$ cat src/rtl/fifo_rd_packer_if.sv
// Stream bundle between the upstream FIFO read port, the packer and the word consumer.
// master = packer side, slave = FIFO/consumer side.
interface fifo_rd_packer_if #(
    parameter int IN_WIDTH = 8,
    parameter int RATIO    = 4
);
    logic                      fifo_empty;
    logic                      fifo_rd_en;
    logic [IN_WIDTH-1:0]       fifo_dout;
    logic                      flush;
    logic                      flush_ack;
    logic                      out_valid;
    logic                      out_ready;
    logic [IN_WIDTH*RATIO-1:0] out_data;
    logic [RATIO-1:0]          out_keep;
    logic                      out_last;

    modport master (
        input  fifo_empty, fifo_dout, flush, out_ready,
        output fifo_rd_en, flush_ack, out_valid, out_data, out_keep, out_last
    );

    modport slave (
        output fifo_empty, fifo_dout, flush, out_ready,
        input  fifo_rd_en, flush_ack, out_valid, out_data, out_keep, out_last
    );
endinterface

$ cat src/rtl/fifo_rd_packer.sv
// Pops IN_WIDTH entries from a one-cycle-latency FIFO and packs RATIO of them per output word;
// a flush emits any partial word with a lane-keep mask and out_last set.
module fifo_rd_packer #(
    parameter int IN_WIDTH = 8,
    parameter int RATIO    = 4
) (
    input  logic             i_clk,
    input  logic             i_rst,
    fifo_rd_packer_if.master io_bus
);
    localparam int OUT_WIDTH = IN_WIDTH * RATIO;
    localparam int CNT_WIDTH = $clog2(RATIO + 1);
    localparam logic [CNT_WIDTH-1:0] CNT_ZERO = {CNT_WIDTH{1'b0}};
    localparam logic [CNT_WIDTH-1:0] CNT_ONE  = CNT_WIDTH'(1);
    localparam logic [CNT_WIDTH-1:0] CNT_LAST = CNT_WIDTH'(RATIO - 1);
    localparam logic [CNT_WIDTH-1:0] CNT_FULL = CNT_WIDTH'(RATIO);
    localparam logic [CNT_WIDTH:0]   PEND_FULL = (CNT_WIDTH + 1)'(RATIO);

    typedef enum logic [1:0] {
        ST_PACK  = 2'd0,
        ST_DRAIN = 2'd1,
        ST_EMIT  = 2'd2
    } state_t;

    state_t                r_state;
    logic [OUT_WIDTH-1:0]  r_acc;
    logic [CNT_WIDTH-1:0]  r_acc_cnt;
    logic                  r_inflight;
    logic [OUT_WIDTH-1:0]  r_out_data;
    logic [RATIO-1:0]      r_out_keep;
    logic                  r_out_valid;
    logic                  r_out_last;
    logic                  r_flush_ack;

    logic                  w_slot_free;
    logic [CNT_WIDTH:0]    w_pending;
    logic                  w_room;
    logic                  w_rd_en;
    logic [RATIO-1:0]      w_part_keep;
    logic [OUT_WIDTH-1:0]  w_lane_mask;

    // Read issue: never pop more than the accumulator plus output register can absorb.
    always_comb begin
        w_slot_free = !r_out_valid || io_bus.out_ready;
        w_pending   = {1'b0, r_acc_cnt} + {{CNT_WIDTH{1'b0}}, r_inflight};
        w_room      = (w_pending < PEND_FULL) ||
                      (r_inflight && (r_acc_cnt == CNT_LAST) && w_slot_free);
        w_rd_en     = !i_rst && (r_state == ST_PACK) && !io_bus.flush &&
                      !io_bus.fifo_empty && w_room;
        w_part_keep = {RATIO{1'b0}};
        w_lane_mask = {OUT_WIDTH{1'b0}};
        for (int i = 0; i < RATIO; i++) begin
            w_part_keep[i] = (32'(i) < 32'(r_acc_cnt));
            w_lane_mask[i*IN_WIDTH +: IN_WIDTH] = {IN_WIDTH{w_part_keep[i]}};
        end
    end

    // Accumulator, output register and flush FSM.
    always_ff @(posedge i_clk) begin
        if (i_rst) begin
            r_state     <= ST_PACK;
            r_acc       <= {OUT_WIDTH{1'b0}};
            r_acc_cnt   <= CNT_ZERO;
            r_inflight  <= 1'b0;
            r_out_data  <= {OUT_WIDTH{1'b0}};
            r_out_keep  <= {RATIO{1'b0}};
            r_out_valid <= 1'b0;
            r_out_last  <= 1'b0;
            r_flush_ack <= 1'b0;
        end else begin
            r_inflight  <= w_rd_en;
            r_flush_ack <= 1'b0;
            if (r_out_valid && io_bus.out_ready) begin
                r_out_valid <= 1'b0;
            end

            // A completing beat bypasses the accumulator straight into a free output slot.
            if (r_inflight) begin
                if ((r_acc_cnt == CNT_LAST) && w_slot_free) begin
                    r_out_data  <= {io_bus.fifo_dout, r_acc[OUT_WIDTH-IN_WIDTH-1:0]};
                    r_out_keep  <= {RATIO{1'b1}};
                    r_out_last  <= 1'b0;
                    r_out_valid <= 1'b1;
                    r_acc_cnt   <= CNT_ZERO;
                end else begin
                    for (int i = 0; i < RATIO; i++) begin
                        if (r_acc_cnt == CNT_WIDTH'(i)) begin
                            r_acc[i*IN_WIDTH +: IN_WIDTH] <= io_bus.fifo_dout;
                        end
                    end
                    r_acc_cnt <= r_acc_cnt + CNT_ONE;
                end
            end else if ((r_state == ST_PACK) && (r_acc_cnt == CNT_FULL) && w_slot_free) begin
                r_out_data  <= r_acc;
                r_out_keep  <= {RATIO{1'b1}};
                r_out_last  <= 1'b0;
                r_out_valid <= 1'b1;
                r_acc_cnt   <= CNT_ZERO;
            end

            case (r_state)
                ST_PACK: begin
                    if (io_bus.flush) begin
                        r_state <= ST_DRAIN;
                    end
                end
                ST_DRAIN: begin
                    if (!r_inflight) begin
                        if (r_acc_cnt == CNT_ZERO) begin
                            r_flush_ack <= 1'b1;
                            r_state     <= ST_PACK;
                        end else begin
                            r_state <= ST_EMIT;
                        end
                    end
                end
                ST_EMIT: begin
                    if (w_slot_free) begin
                        r_out_data  <= r_acc & w_lane_mask;
                        r_out_keep  <= w_part_keep;
                        r_out_last  <= 1'b1;
                        r_out_valid <= 1'b1;
                        r_acc_cnt   <= CNT_ZERO;
                        r_flush_ack <= 1'b1;
                        r_state     <= ST_PACK;
                    end
                end
                default: begin
                    r_state <= ST_PACK;
                end
            endcase
        end
    end

    assign io_bus.fifo_rd_en = w_rd_en;
    assign io_bus.flush_ack  = r_flush_ack;
    assign io_bus.out_valid  = r_out_valid;
    assign io_bus.out_data   = r_out_data;
    assign io_bus.out_keep   = r_out_keep;
    assign io_bus.out_last   = r_out_last;
endmodule

$ cat src/flat_wrapper.sv
// flat-port wrapper written by rule: the top's interface ports become plain ports
module fifo_rd_packer_flat 
#(
    parameter int IN_WIDTH = 8,
    parameter int RATIO    = 4
)
  (i_clk, i_rst, io_bus_fifo_empty, io_bus_fifo_dout, io_bus_flush, io_bus_out_ready, io_bus_fifo_rd_en, io_bus_flush_ack, io_bus_out_valid, io_bus_out_data, io_bus_out_keep, io_bus_out_last);
  fifo_rd_packer_if #(.IN_WIDTH(IN_WIDTH), .RATIO(RATIO)) io_bus_i ();
  input  logic i_clk;
  input  logic i_rst;
  input wire logic [$bits(io_bus_i.fifo_empty)-1:0] io_bus_fifo_empty;
  input wire logic [$bits(io_bus_i.fifo_dout)-1:0] io_bus_fifo_dout;
  input wire logic [$bits(io_bus_i.flush)-1:0] io_bus_flush;
  input wire logic [$bits(io_bus_i.out_ready)-1:0] io_bus_out_ready;
  output wire logic [$bits(io_bus_i.fifo_rd_en)-1:0] io_bus_fifo_rd_en;
  output wire logic [$bits(io_bus_i.flush_ack)-1:0] io_bus_flush_ack;
  output wire logic [$bits(io_bus_i.out_valid)-1:0] io_bus_out_valid;
  output wire logic [$bits(io_bus_i.out_data)-1:0] io_bus_out_data;
  output wire logic [$bits(io_bus_i.out_keep)-1:0] io_bus_out_keep;
  output wire logic [$bits(io_bus_i.out_last)-1:0] io_bus_out_last;
  assign io_bus_i.fifo_empty = io_bus_fifo_empty;
  assign io_bus_i.fifo_dout = io_bus_fifo_dout;
  assign io_bus_i.flush = io_bus_flush;
  assign io_bus_i.out_ready = io_bus_out_ready;
  assign io_bus_fifo_rd_en = io_bus_i.fifo_rd_en;
  assign io_bus_flush_ack = io_bus_i.flush_ack;
  assign io_bus_out_valid = io_bus_i.out_valid;
  assign io_bus_out_data = io_bus_i.out_data;
  assign io_bus_out_keep = io_bus_i.out_keep;
  assign io_bus_out_last = io_bus_i.out_last;
  fifo_rd_packer #(.IN_WIDTH(IN_WIDTH), .RATIO(RATIO)) u_core (.i_clk(i_clk), .i_rst(i_rst), .io_bus(io_bus_i));
endmodule
$ cat config.mk
export PLATFORM = sky130hd
export DESIGN_NAME = fifo_rd_packer_flat
export DESIGN_NICKNAME = d
export VERILOG_FILES = /design/src/rtl/fifo_rd_packer_if.sv /design/src/rtl/fifo_rd_packer.sv /design/src/flat_wrapper.sv
export SDC_FILE = /design/constraint.sdc
export NUM_CORES = 1
export LEC_CHECK = 0
export ABC_CLOCK_PERIOD_IN_PS = 2400
export BUFFER_PORTS_ARGS = -buffer_cell sky130_fd_sc_hd__buf_2
export CORE_ASPECT_RATIO = 0.75
export CORE_UTILIZATION = 40
export CTS_CLUSTER_DIAMETER = 30
export DETAILED_ROUTE_END_ITERATION = 6
export PLACE_DENSITY_LB_ADDON = 0.12
export SETUP_SLACK_MARGIN = 0.4
export SLEW_MARGIN = 20
export SYNTH_ARGS = -nofsm -noshare
export SYNTH_HDL_FRONTEND = slang
export SYNTH_SLANG_ARGS = --single-unit
$ cat constraint.sdc
create_clock -name i_clk -period 2.4 [get_ports i_clk]
set_input_delay 0.24 -clock i_clk [delete_from_list [all_inputs] [get_ports i_clk]]
set_output_delay 0.24 -clock i_clk [all_outputs]
set_load 0.05 [all_outputs]
* After elaboration in Yosys (flattened, before gate mapping)
Index checks and enable logic that the tools add are counted.
Storage, ports and cells: register bits after elaboration 77, output and inout port bits 40
Operators by class: $add $sub $neg 2, magnitude comparators 5, eq/ne operators 9, multiplexer cells 35, bitwise logic cells 2, reductions and logical operators 23
Operator list (number):
- $mux 32 | 5
- $and 32x32->32 | 1
- $mux 4 | 5
- $mux 3 | 5
- $reduce_and 3->1 | 5
- $mux 1 | 14
- $logic_and 1x1->1 | 10
- $mux 2 | 4
- $eq 3x2->1 const B | 2
- $lt 1x3->1 const A | 2
- $lt 2x3->1 const A | 2
- $pmux 2 s3 | 1
- $add 3x1->4 | 1
- $logic_not 1->1 | 4
- $lt 4x3->1 const B | 1
- $ne 2x2->1 const B | 2
- $add 3x1->3 const B | 1
- $eq 3x1->1 const B | 1
- $eq 3x3->1 const B | 1
- $logic_not 3->1 | 1
- $eq 2x1->1 const B | 1
- $eq 2x2->1 const B | 1
- $logic_not 2->1 | 1
- $logic_or 1x1->1 | 2
- 3 further kinds | 3

* Depth between registers and ports, before layout
Gate-level depths: netlist (run 1).
word-level depth 7, depth in mapped cells 8, gate-level depth less buffers 6

* Worst setup path before layout (run 1)
OpenSTA, ideal clock, no wires.
path kind flip-flop to output port, start point register u_core.r_acc_cnt[2], end point output io_bus_fifo_rd_en, arrival time 1.669 ns, required time 2.160 ns, path slack 0.491 ns, cell stages (with the launch flop) 6, buffers on the path 2, path through dfxtp_1 -> buf_2 -> clkbuf_1 -> nor3_1 -> nand2_1 -> a21oi_1
On the way: cells in the longest elaborated chain, start to end 5, elaborated cells between the ends (all ways) 7, those cells by class add/sub (1); order compare (1); eq/ne (1); reduce/logical (4)
Ends and longest elaborated chain:
- start: declaration | RTL line fifo_rd_packer.sv:27 | logic [CNT_WIDTH-1:0] r_acc_cnt;
- start signal: assignment | RTL line fifo_rd_packer.sv:91 | r_acc_cnt <= r_acc_cnt + CNT_ONE;
- parallel branches: the longest is 3 deep, another holds $add 3x1->4
- $logic_or 1x1->1 (*) | RTL line fifo_rd_packer.sv:46 | w_room = (w_pending < PEND_FULL) ||
- $logic_and 1x1->1 (*) | RTL line fifo_rd_packer.sv:49 | !io_bus.fifo_empty && w_room;
- end: declaration | RTL line flat_wrapper.sv:15 | output wire logic [$bits(io_bus_i.fifo_rd_en)-1:0] io_bus_fifo_rd_en;
Mark *: on every way between the ends.

* Final worst setup path (run 1)
start point register u_core.r_state[0], end point output io_bus_fifo_rd_en
On the way: cells in the longest elaborated chain, start to end 5
Ends and longest elaborated chain:
- start: declaration | RTL line fifo_rd_packer.sv:25 | state_t r_state;
- start signal: assignment | RTL line fifo_rd_packer.sv:61 | r_state <= ST_PACK;
- start signal: assignment | RTL line fifo_rd_packer.sv:104 | r_state <= ST_DRAIN;
- start signal: assignment | RTL line fifo_rd_packer.sv:111 | r_state <= ST_PACK;
- $logic_not 2->1 | RTL line fifo_rd_packer.sv:48 | w_rd_en = !i_rst && (r_state == ST_PACK) && !io_bus.flush &&
- $logic_and 1x1->1 (3 in a row) | RTL line fifo_rd_packer.sv:48
- $logic_and 1x1->1 | RTL line fifo_rd_packer.sv:49
No other way between the ends.

==> impl_summary.txt, run 1 <==
----------------------------------------------------
[Floorplanning]
  Floorplan row count ... 29
  Initial standard-cell utilization of the core ... roughly two fifths
  DIE AREA ... a little over 0.009 mm2
  Die extent in x ... 110 um
  Area of the core region ... between 0.008 and 0.009 mm2
  Top Ports ... 53
  Die Height ... 83.0 um

[Min path]
  Hold path cells ... 4
  Type of the worst min-delay path ... in2reg
  Hold Path End ... u_core.r_inflight
  Min-delay src ... io_bus_flush

[Worst setup path]
  Crit-path max cell delay ... around 0.32 ns
  Worst R2R Path Depth ... 6
  Cell breakdown of the critical path ... inv_1 > ha_1 > nor2b_2 > nand2_1 > a21oi_1 > clkbuf_4
  End of the worst register-to-register path ... u_core.r_acc[5]
  Worst path required time ... about 2.2 ns
  Element type at the critical path end ... output port
  CP Buf/Inv Count ... 2
  Cell with the largest stage delay on the worst path ... sky130_fd_sc_hd__dfxtp_1
  Flop-to-flop setup slack ... between 0.5 and 0.6 ns
  Critical R2R Launch ... u_core.r_acc_cnt[0]
  Critical path peak fanout ... 4
  Category of the most critical setup path ... reg2out
  Nature of the critical path startpoint ... flip-flop
  Endpoint arrival time on the critical path ... approximately 1.6 ns
  Largest delay share family, worst path ... buffers and inverters

[Clocking]
  Cts-stage hold buffer count ... 0
  Cell at the root of the clock tree ... sky130_fd_sc_hd__clkbuf_16
  Maximum clock insertion buffer count ... 2
  Clock-pin slew of the registers on the worst-case setup and hold paths ... about 0.060 ns
  Sinks on the clock net ... 77
  Number of H-tree levels ... 3
  CTS buffer count ... 9
  Clock tree from TritonCTS ... built
  Clock latency on the worst-skew pair ... roughly 0.34 ns

[Synthesis]
  Post-synth EDFFs ... 0
  Fraction of the yosys area taken by sequential cells ... 44.1%
  Gate Count Post-Synth ... 381
  Net count of the mapped netlist ... about 400
  Syn. warnings ... 0
  Distinct cells, synth ... 45
  Syn avg cell area ... between 9 and 10 um2
  Synthesis-stage register bit count ... 77
  Netlist area before placement ... 0.00350 mm2
  Post-synth ARST share ... 0%
  Most instantiated flip-flop cell in the synthesis netlist ... sky130_fd_sc_hd__dfxtp_1

[Flow run]
  Number of max-cap violations ... 0

[Global routing]
  Via count of the first global-routing pass ... about 2.8k
  Initial antenna violation count ... 0
  Total overflow reported by the global router ... 0
  Pin count of the biggest net entering global routing ... 37
  First-pass GRT wire length ... between 10,000 and 15,000 um
  Global routing usage summed across all routing layers ... 21.9%

[Final layout]
  Area used by sequential logic in the layout ... around 0.0015 mm2
  Layout cells sized above 1 ... between 20% and 30%
  Fillers ... ~810
  Growth of design area from synthesis to finish ... 19.5%
  Diodes inserted ... 0
  Area of all placed cells without fillers ... 0.00418 mm2
  Non-filler instance count after layout ... between 500 and 600
  Final cell utilization of the core ... 49.4%
  Total area of multi-input combinational cells ... between 0.0015 and 0.002 mm2
  Nets@finish ... between 400 and 500

[Drt]
  Count of unresolved DRC violations after routing ... 0
  Number of design-rule violations left by the first detailed-router iteration ... around 140
  First-pass detailed-route iteration total ... 5
  Total number of vias ... about 3k
  Drt total wl ... 9200 um
  Average wire length per cell after detail routing ... approximately 17 um
  Vias per cell ... 5.48
  Remaining antenna violation count after routing ... 0

[Timing]
  Count of final hold-check violations ... 0
  Final setup violating endpoints ... 0
  Worst-margin pin slew ... about 0.7 ns
  Largest clock skew in the final design ... ~0.0064 ns
  Total negative slack for setup checks ... 0 ns
  Final count of pins violating max slew ... 0
  Period utilization ... 77.6%
  Setup repair after global routing missed its margin ... no
  Shortest period the worst path allows ... between 1.5 and 2 ns
  Max-slew headroom ... a little over half
  Maximum frequency from static timing analysis ... 537 MHz

[Placement]
  Placer congestion estimate ... just under 0.8
  Half-perimeter wire length after placement ... between 5000 and 6000 um
  Port buffer count ... between 50 and 60
  Instance count after placement with tap cells included ... between 500 and 600
  Placed cell area ... approximately 0.0038 mm2

[Power and ir drop]
  Leakage dissipation ... roughly 1.6 nW
  Peak supply drop ... 0.366 mV
  Final Power ... ~2.8 mW
  Power density normalized to cell area ... roughly 680 mW/mm2

[Run status]
  Run status ... finished, final reports clean

----------------------------------------------------
## repair_timing
item	in CTS	in global routing
buffers inserted	0	2
gates resized for setup	1	5
pin swaps	0	2
endpoints found under the hold margin	0	0
cloned	0	0
endpoints found under the setup margin	5	34
## state kept, by name, indices dropped and copies added, names as in the netlist
| signal | flops |
|---|---|
| u_core.io_bus.flush_ack | 1 |
| u_core.io_bus.out_data | 32 |
| u_core.io_bus.out_keep | 4 |
| u_core.io_bus.out_last | 1 |
| u_core.io_bus.out_valid | 1 |
| u_core.r_acc | 32 |
| u_core.r_acc_cnt | 3 |
| u_core.r_inflight | 1 |
| u_core.r_state | 2 |
## cells by family after synthesis
group,after synthesis,share of synthesized area (%)
xor gates and xnor gates,1,0.251
adders and majority gates,7,2.51
DFF,77,44.1
AOI/OAI and AO/OA,102,22.5
and+or+nand+nor,115,16.5
buffers and inverters,54,6.98
muxes,25,7.16
## final cells by class
class	count	share of cell area, %
Clock buffer	10	5.72
Tap cell	108	3.23
Clock inverter	6	1.50
Timing Repair Buffer	65	8.62
Inverter	30	2.69
Sequential cell	77	36.9
Multi-Input combinational cell	250	41.3
## routing by layer
layer | global-route usage (%) | share of wire [%] | vias to the layer above
met4 | 7.15 | 1.3 | 0
met3 | 5.49 | 4.6 | 9
li1 | - | - | 1459
met1 | 31.3 | 51 | 1455
met2 | 32.0 | 43 | 69
met5 | 0 | 0 | -
## Yosys cell counts, types with 2 or more instances
library cell	number	share of area [%]
sky130_fd_sc_hd__dfxtp_1	77	44
sky130_fd_sc_hd__o211ai_1	48	10
sky130_fd_sc_hd__nand2_1	44	4.7
sky130_fd_sc_hd__inv_1	30	3.2
sky130_fd_sc_hd__nor2_1	30	3.2
sky130_fd_sc_hd__mux2i_1	25	7.2
sky130_fd_sc_hd__a21oi_1	22	3.1
sky130_fd_sc_hd__nand3_1	11	1.6
sky130_fd_sc_hd__buf_2	9	1.3
sky130_fd_sc_hd__a221oi_1	8	2.0
sky130_fd_sc_hd__clkbuf_1	8	0.86
sky130_fd_sc_hd__ha_1	7	2.5
sky130_fd_sc_hd__nor3_1	7	1.0
sky130_fd_sc_hd__a211oi_1	6	1.3
sky130_fd_sc_hd__buf_4	4	0.86
sky130_fd_sc_hd__nand2b_1	4	0.72
sky130_fd_sc_hd__nor2b_1	4	0.72
sky130_fd_sc_hd__o21bai_1	3	0.64
sky130_fd_sc_hd__a2111oi_4	2	1.6
sky130_fd_sc_hd__a211oi_2	2	0.72
sky130_fd_sc_hd__buf_6	2	0.64
sky130_fd_sc_hd__nand4_1	2	0.36
sky130_fd_sc_hd__nor3_4	2	0.93
sky130_fd_sc_hd__o211ai_2	2	0.72
sky130_fd_sc_hd__o21ai_0	2	0.29
## how the worst max path moves through the flow
stage,slack [ns],to,startpoint,cells past startpoint
6_report,0.54,io_bus_fifo_rd_en,u_core.r_state[0],6
5_1_grt,0.41,u_core.r_acc[2],u_core.r_acc_cnt[0],6
4_1_cts,0.44,u_core.io_bus.out_data[31],u_core.r_acc_cnt[0],7
3_5_place_dp,0.40,u_core.io_bus.out_data[10],u_core.r_acc_cnt[0],5
3_3_place_gp,0.48,u_core.io_bus.out_data[11],u_core.r_acc_cnt[1],5
2_1_floorplan,0.49,io_bus_fifo_rd_en,u_core.r_acc_cnt[2],5
## power by group
part / total [mW] / internal [mW] / switching (mW)
Clock: 1.37 / 0.831 / 0.538
Sequential: 1.31 / 1.29 / 0.0140
Combinational: 0.156 / 0.0486 / 0.108
Total: 2.83 / 2.17 / 0.660
## tightest hold or removal path, stage by stage
cell                      delay (ns)
sky130_fd_sc_hd__buf_2          0.08
sky130_fd_sc_hd__nor2b_2        0.04
sky130_fd_sc_hd__nand2_1        0.07
sky130_fd_sc_hd__a21oi_1        0.04
## through the flow
stage | worst slack, ns | hold slack (ns)
6_report | 0.538 | 0.189
5_1_grt | 0.414 | 0.206
4_1_cts | 0.435 | 0.190
3_5_place_dp | 0.404 | 0.460
3_3_place_gp | 0.476 | 0.461
2_1_floorplan | 0.491 | 0.376
## cells in the final DEF, fill, tap and decap left out, types with 2 or more instances in the layout
master                       n
sky130_fd_sc_hd__a2111oi_4   2
sky130_fd_sc_hd__clkinv_4    2
sky130_fd_sc_hd__a221oi_1    8
sky130_fd_sc_hd__clkbuf_16   9
sky130_fd_sc_hd__dfxtp_2     2
sky130_fd_sc_hd__nand4_1     2
sky130_fd_sc_hd__nor3_1      7
sky130_fd_sc_hd__nor2b_2     2
sky130_fd_sc_hd__inv_1      30
sky130_fd_sc_hd__o21bai_1    3
sky130_fd_sc_hd__a21oi_1    22
sky130_fd_sc_hd__dfxtp_1    75
sky130_fd_sc_hd__o211ai_2    2
sky130_fd_sc_hd__ha_1        7
sky130_fd_sc_hd__nand2b_1    4
sky130_fd_sc_hd__nor2b_1     3
sky130_fd_sc_hd__a211oi_2    2
sky130_fd_sc_hd__nor3_4      2
sky130_fd_sc_hd__a211oi_1    6
sky130_fd_sc_hd__nand2_1    44
sky130_fd_sc_hd__o211ai_1   48
sky130_fd_sc_hd__mux2i_1    25
sky130_fd_sc_hd__buf_2      51
sky130_fd_sc_hd__nor2_1     30
sky130_fd_sc_hd__clkinv_2    3
sky130_fd_sc_hd__buf_4      13
sky130_fd_sc_hd__o21ai_0     2
sky130_fd_sc_hd__nand3_1    11
Note: power is estimated with default switching activity, not from simulation.
==> run 2, diff against run 1 <==
ABC_CLOCK_PERIOD_IN_PS = 1700   (was 2400)
clock period = 1.7 ns   (was 2.4 ns; I/O delays follow)
==> impl_summary.txt, run 2 (synthesis results as in run 1) <==
----------------------------------------------------
[Clocking]
  Clock latency on the worst-skew pair ... 0.34 ns (about the same)
  Clock-pin slew of the registers on the worst-case setup and hold paths ... 0.06 ns (about the same)
  Clock tree from TritonCTS ... built
  Sinks on the clock net ... 77 (unchanged)
  Maximum clock insertion buffer count ... 2 (unchanged)
  Number of H-tree levels ... 3 (unchanged)
  CTS buffer count ... 9 (unchanged)
  Cell at the root of the clock tree ... sky130_fd_sc_hd__clkbuf_16

[Power and ir drop]
  Switching Power ... 0.971 mW (+47%)
  Leakage dissipation ... 2.07 nW (+26%)
  Peak supply drop ... 0.662 mV (+81%)
  Gate power share ... 8.2% (+2.7 points)
  Cell internal power dissipation ... 3.42 mW (+58%)
  Sequential Power Share ... 41.9% (-4.2 points)
  Final Power ... 4.39 mW (+55%)
  Switching power share of the total ... 22.1% (-1.2 points)
  Clock group share of total power ... 49.9% (+1.5 points)
  Power density normalized to cell area ... 836 mW/mm2 (+23%)

[Global routing]
  Routing layer with the top usage in global route ... met2
  Global routing usage summed across all routing layers ... 23.7% (+1.7 points)
  Global-route track usage on met2 ... 35.9% (+3.9 points)
  Met1 layer usage reported by global route ... 32.9% (+1.6 points)
  Pin count of the biggest net entering global routing ... 37 (unchanged)
  First-pass GRT wire length ... 16,200 um (+8.3%)
  Total overflow reported by the global router ... 0 (unchanged)
  Global routing usage on met3 ... 5.57% (+0.078 points)
  Initial antenna violation count ... 0 (unchanged)
  Via count of the first global-routing pass ... 2,995 (+6.0%)

[Final layout]
  Nets@finish ... 503 (+11%)
  Commonest cells after routing, fill and taps aside ... 70 x sky130_fd_sc_hd__dfxtp_1, 51 x sky130_fd_sc_hd__buf_2, 48 x sky130_fd_sc_hd__o211ai_1, 42 x sky130_fd_sc_hd__nand2_1, 33 x sky130_fd_sc_hd__buf_4
  Growth of design area from synthesis to finish ... 50.3%
  Diodes inserted ... 0 (unchanged)
  Fillers ... 700 (-13%)
  Total area of multi-input combinational cells ... 0.00206 mm2 (+20%)
  Area used by sequential logic in the layout ... 0.00156 mm2 (+0.73%)
  Layout cells sized above 1 ... 42.5% (+19 points)
  Most common cell after layout, fill and taps aside ... sky130_fd_sc_hd__dfxtp_1

[Worst setup path]
  CP Buf/Inv Count ... 3 (+1)
  Category of the most critical setup path ... reg2reg
  Element type at the critical path end ... flip-flop
  Critical path peak fanout ... 10 (+6)
  Worst path required time ... 1.95 ns (-0.21 ns)
  Cell with the largest stage delay on the worst path ... sky130_fd_sc_hd__dfxtp_4
  Endpoint arrival time on the critical path ... 1.85 ns (+0.23 ns)
  Nature of the critical path startpoint ... flip-flop
  Cell breakdown of the critical path ... inv_4 > ha_4 > nand2_4 > nor3b_4 > buf_6 > bufbuf_16 > o211ai_1 > o211ai_1
  Cell occurring most often along the worst timing path ... sky130_fd_sc_hd__o211ai_1
  Largest delay share family, worst path ... buffers and inverters
  Crit-path max cell delay ... 0.37 ns (+0.05 ns)

[Timing]
  Largest clock skew in the final design ... 0.00426 ns (-0.00215 ns)
  Shortest period the worst path allows ... approximately 1.6 ns
  Total negative slack for setup checks ... 0 ns (unchanged)
  Setup repair after global routing missed its margin ... yes
  Final count of pins violating max slew ... 0 (unchanged)
  Final setup violating endpoints ... 0 (unchanged)
  Max-slew headroom ... 71.2% (+17 points)
  Period utilization ... 93.9%
  Worst-margin pin slew ... 0.431 ns (-0.260 ns)
  Count of final hold-check violations ... 0 (unchanged)
  Maximum frequency from static timing analysis ... between 600 and 700 MHz

[Floorplanning]
  Floorplan row count ... 29 (unchanged)
  Die extent in x ... 110 um (unchanged)
  Initial standard-cell utilization of the core ... 41.3% (unchanged)
  DIE AREA ... 0.00912 mm2 (unchanged)
  Die Height ... 83.0 um (unchanged)
  Top Ports ... 53 (unchanged)
  Area of the core region ... 0.00845 mm2 (unchanged)

[Flow run]
  Number of max-cap violations ... 0 (unchanged)

[Placement]
  Placer congestion estimate ... 0.815 (+3.5%)
  Half-perimeter wire length after placement ... 5860 um (-1.2%)
  Port buffer count ... 52 (unchanged)

[Drt]
  Total number of vias ... 3,165 (+5.8%)
  Count of unresolved DRC violations after routing ... 0 (unchanged)
  Number of design-rule violations left by the first detailed-router iteration ... 224 (+66%)
  Drt total wl ... 10,400 um (+13%)
  Vias per cell ... 5.32 (-2.9%)
  Remaining antenna violation count after routing ... 0 (unchanged)
  Average wire length per cell after detail routing ... 17.5 um (+4.0%)
  First-pass detailed-route iteration total ... 4 (-1)

[Min path]
  Type of the worst min-delay path ... in2reg

[Run status]
  Run status ... finished, final reports clean

----------------------------------------------------
==> run 2: cell count changes in the layout (fill, tap and decap cells not counted), moves of 6 or more <==
| cell | change |
|---|---|
| sky130_fd_sc_hd__nand3_2 | +9 |
| sky130_fd_sc_hd__buf_12 | +10 |
| sky130_fd_sc_hd__buf_4 | +20 |
| sky130_fd_sc_hd__buf_6 | +15 |
| sky130_fd_sc_hd__a221oi_1 | -8 |
| sky130_fd_sc_hd__nand3_1 | -10 |
| sky130_fd_sc_hd__a211oi_2 | +6 |
| sky130_fd_sc_hd__a211oi_1 | -6 |
==> run 2: power groups by stage <==
stage	combinational (mW)	clock (mW)	sequential, mW
final	0.362	2.19	1.84
after global routing	0.385	2.32	1.84
after CTS	0.336	2.22	1.84
after detailed placement	0.263	0	1.88
after global placement	0.261	0	1.88
after floorplan	0.156	0	1.89
==> run 2: path summary, 6_finish.rpt <==
kind	slack, ns	cells after the start	endpoint	from
hold reg to reg	0.48	2	u_core.io_bus.out_last	u_core.io_bus.out_last
setup / recovery	0.10	8	u_core.io_bus.out_data[0]	u_core.r_acc_cnt[1]
setup reg to reg	0.10	8	u_core.io_bus.out_data[0]	u_core.r_acc_cnt[1]
hold / removal	0.16	3	u_core.r_acc[14]	io_bus_fifo_dout[6]
==> run 2: metrics by stage <==
step / setup WS (ns) / hold slack [ns] / instances / utilization, % / cell area (um2)
after CTS: 0.114 / 0.143 / 590 / 59.9 / 5060
after global placement: 0.0609 / 0.458 / 541 / 48.7 / 4120
after detailed placement: 0.0447 / 0.463 / 541 / 48.7 / 4120
final: 0.103 / 0.158 / 595 / 62.2 / 5260
after floorplan: 0.154 / 0.306 / 381 / - / 3640
after global routing: 0.0475 / 0.167 / 595 / 62.2 / 5260
==> run 2: repair_timing <==
action / in CTS / in global routing
cloned: 6 / 1
hold buffers: 0 / 0
setup endpoints to repair: 77 / 77
pin swaps: 15 / 18
hold endpoints to repair: 0 / 0
gates resized for setup: 51 / 25
setup buffers: 28 / 4
==> run 2: final cells by class <==
type | count | share of cell area, %
multi-input cells | 250 | 39.2
flip-flops and latches | 77 | 29.6
repair buffers | 115 | 19.8
clock buffers | 12 | 5.29
well taps | 108 | 2.57
inverters | 30 | 2.29
clock inverters | 3 | 1.24
==> run 2: worst min-delay path, stage by stage <==
cell,delay (ns)
sky130_fd_sc_hd__buf_2,0.15
sky130_fd_sc_hd__nand2_1,0.07
sky130_fd_sc_hd__a21oi_1,0.05
==> run 2: layer usage <==
layer  wire, um  up-vias  share of wire (%)
li1           -     1575                  -
met1       4900     1489                 47
met2       4790       88                 46
met3        587       13                5.6
met4        146        0                1.4
met5          0        -                  0
==> run 3, diff against run 2 <==
CORE_UTILIZATION = 51   (was 40)
CTS_CLUSTER_DIAMETER = 60   (was 30)
==> impl_summary.txt, run 3 (synthesis results as in run 1) <==
----------------------------------------------------
[Run status]
  Run status ... complete, but fails checks
  Violations in the final reports ... design-rule violations, negative setup slack

[Flow run]
  Number of max-cap violations ... 0 (unchanged)

[Timing]
  Final worst setup slack ... -0.0401 ns (-0.143 ns)
  Worst-margin pin slew ... 0.421 ns (-0.00968 ns)
  Shortest period the worst path allows ... 1.74 ns (+0.143 ns)
  Largest clock skew in the final design ... 0.00434 ns (+0.0000802 ns)
  Final setup violating endpoints ... 1 (+1)
  Final count of pins violating max slew ... 0 (unchanged)
  Period utilization ... 102% (+8.4 points)
  Setup repair after global routing missed its margin ... yes
  Count of final hold-check violations ... 0 (unchanged)
  Max-slew headroom ... 71.9% (+0.70 points)
  Maximum frequency from static timing analysis ... 575 MHz (-8.2%)

[Placement]
  Pre-CTS setup slack ... 0.115 ns (+0.0707 ns)
  Placed cell area ... 0.00401 mm2 (-2.6%)
  Half-perimeter wire length after placement ... 5850 um (-0.25%)
  Placer congestion estimate ... 0.857 (+5.2%)
  Instance count after placement with tap cells included ... 511 (-5.5%)
  Port buffer count ... 52 (unchanged)

[Final layout]
  Commonest cells after routing, fill and taps aside ... 70 x sky130_fd_sc_hd__dfxtp_1, 51 x sky130_fd_sc_hd__buf_2, 48 x sky130_fd_sc_hd__o211ai_1, 41 x sky130_fd_sc_hd__nand2_1
  Layout cells sized above 1 ... 40.2% (-2.3 points)
  Non-filler instance count after layout ... 579 (-2.7%)
  Most common cell after layout, fill and taps aside ... sky130_fd_sc_hd__dfxtp_1
  Growth of design area from synthesis to finish ... 46.4%
  Area of all placed cells without fillers ... 0.00512 mm2 (-2.6%)
  Fillers ... 381 (-46%)
  Diodes inserted ... 0 (unchanged)
  Nets@finish ... 513 (+2.0%)
  Final cell utilization of the core ... 79.0% (+17 points)

[Drt]
  Average wire length per cell after detail routing ... 21.0 um (+20%)
  First-pass detailed-route iteration total ... 6 (+2)
  Total number of vias ... 3,600 (+14%)
  Count of unresolved DRC violations after routing ... 11 (+11)
  Remaining antenna violation count after routing ... 0 (unchanged)
  Vias per cell ... 6.22 (+17%)
  Number of design-rule violations left by the first detailed-router iteration ... 350 (+56%)
  Drt total wl ... 12,100 um (+16%)

[Floorplanning]
  Area of the core region ... 0.00647 mm2 (-23%)
  DIE AREA ... 0.00719 mm2 (-21%)
  Floorplan row count ... 25 (-14%)
  Die extent in x ... 97.6 um (-11%)
  Top Ports ... 53 (unchanged)
  Die Height ... 73.7 um (-11%)
  Initial standard-cell utilization of the core ... 54.0% (+13 points)

[Global routing]
  Pin count of the biggest net entering global routing ... 38 (+2.7%)
  First-pass GRT wire length ... 16,100 um (-0.93%)
  Via count of the first global-routing pass ... 3,077 (+2.7%)
  Total overflow reported by the global router ... 0 (unchanged)
  Initial antenna violation count ... 0 (unchanged)
  Global routing usage summed across all routing layers ... 29.3% (+5.6 points)

[Worst setup path]
  Endpoint arrival time on the critical path ... 1.57 ns (-0.28 ns)
  Category of the most critical setup path ... reg2out
  End of the worst register-to-register path ... u_core.io_bus.out_data[31]
  Critical R2R Launch ... u_core.r_acc_cnt[2]
  Beginning of the critical path ... u_core.r_acc_cnt[0]
  Element type at the critical path end ... output port
  Capturing element of the worst setup path ... io_bus_fifo_rd_en
  Worst path required time ... 1.53 ns (-0.42 ns)
  Flop-to-flop setup slack ... 0 ns (-0.10 ns)
  Nature of the critical path startpoint ... flip-flop
  Critical path peak fanout ... 7 (-3)
  Worst R2R Path Depth ... 9 (+1)

[Clocking]
  CTS buffer count ... 9 (unchanged)
  Cell at the root of the clock tree ... sky130_fd_sc_hd__clkbuf_8
  Number of H-tree levels ... 3 (unchanged)
  Sinks on the clock net ... 77 (unchanged)
  Clock-pin slew of the registers on the worst-case setup and hold paths ... 0.08 ns (+0.02 ns)
  Cts-stage hold buffer count ... 0 (unchanged)
  Maximum clock insertion buffer count ... 2 (unchanged)
  Clock latency on the worst-skew pair ... 0.36 ns (+0.02 ns)
  Clock tree from TritonCTS ... built

[Min path]
  Type of the worst min-delay path ... in2reg
  Hold path cells ... 3 (unchanged)

[Power and ir drop]
  Leakage dissipation ... 2.04 nW (-1.1%)
  Power density normalized to cell area ... 739 mW/mm2 (-12%)
  Final Power ... 3.78 mW (-14%)
  Peak supply drop ... 0.514 mV (-22%)

----------------------------------------------------
run 3: cell count changes in the layout (fill, tap and decap cells not counted), sizes merged:
| cell | previous run | this run |
|---|---|---|
| bufbuf | 1 | 0 |
| nor2 | 31 | 32 |
| buf | 113 | 123 |
| clkbuf | 13 | 11 |
| clkinvlp | 0 | 1 |
| clkinv | 1 | 3 |
run 3: critical path: stages, from the launching register on:
cell and delay [ns]:
sky130_fd_sc_hd__dfxtp_2 0.37, sky130_fd_sc_hd__buf_6 0.15, sky130_fd_sc_hd__nand2_8 0.09, sky130_fd_sc_hd__nor2_1 0.29, sky130_fd_sc_hd__a21oi_2 0.14, sky130_fd_sc_hd__buf_6 0.17
run 3: power breakdown:
group,total [mW],switching [mW],internal [mW]
Sequential,1.84,0.0193,1.82
Combinational,0.412,0.231,0.181
Clock,1.53,0.706,0.828
Total,3.78,0.957,2.82
run 3: area by class of cell:
class / count / area (um2) / area share [%]
flip-flops and latches: 77 / 1560 / 30.5
well taps: 81 / 101 / 1.98
repair buffers: 124 / 1110 / 21.7
clock buffers: 10 / 128 / 2.49
multi-input cells: 251 / 2010 / 39.2
clock inverters: 6 / 86.3 / 1.69
inverters: 30 / 128 / 2.49
run 3: routing by layer:
metal | GRT usage [%] | share of wire [%] | up-vias
met5 | 0 | 0 | -
met1 | 40.6 | 43 | 1705
met3 | 6.18 | 9.6 | 53
met4 | 10.4 | 3.9 | 0
met2 | 45.4 | 44 | 252
li1 | - | - | 1590
run 3: repair_timing:
action                     CTS  global route
gates resized for setup     42            47
hold endpoints to repair     0             0
setup endpoints to repair   75            77
cloned                       4             2
setup buffers               22            24
pin swaps                    6            22
run 3: how the worst min path moves through the flow:
stage / startpoint / endpoint / slack, ns
after floorplan: io_bus_fifo_dout[2] / u_core.r_acc[10] / 0.31
after global placement: u_core.io_bus.out_last / u_core.io_bus.out_last / 0.45
after detailed placement: u_core.r_acc[13] / u_core.r_acc[13] / 0.46
after CTS: io_bus_fifo_dout[3] / u_core.r_acc[11] / 0.11
after global routing: io_bus_fifo_dout[3] / u_core.r_acc[11] / 0.11
final: io_bus_fifo_dout[3] / u_core.r_acc[11] / 0.12
run 3: metrics by stage:
step | hold WS, ns | setup TNS [ns]
floorplan | 0.306 | 0
global placement | 0.455 | 0
detailed placement | 0.462 | 0
CTS | 0.112 | 0
global route | 0.111 | -0.0920
finish | 0.121 | -0.0401
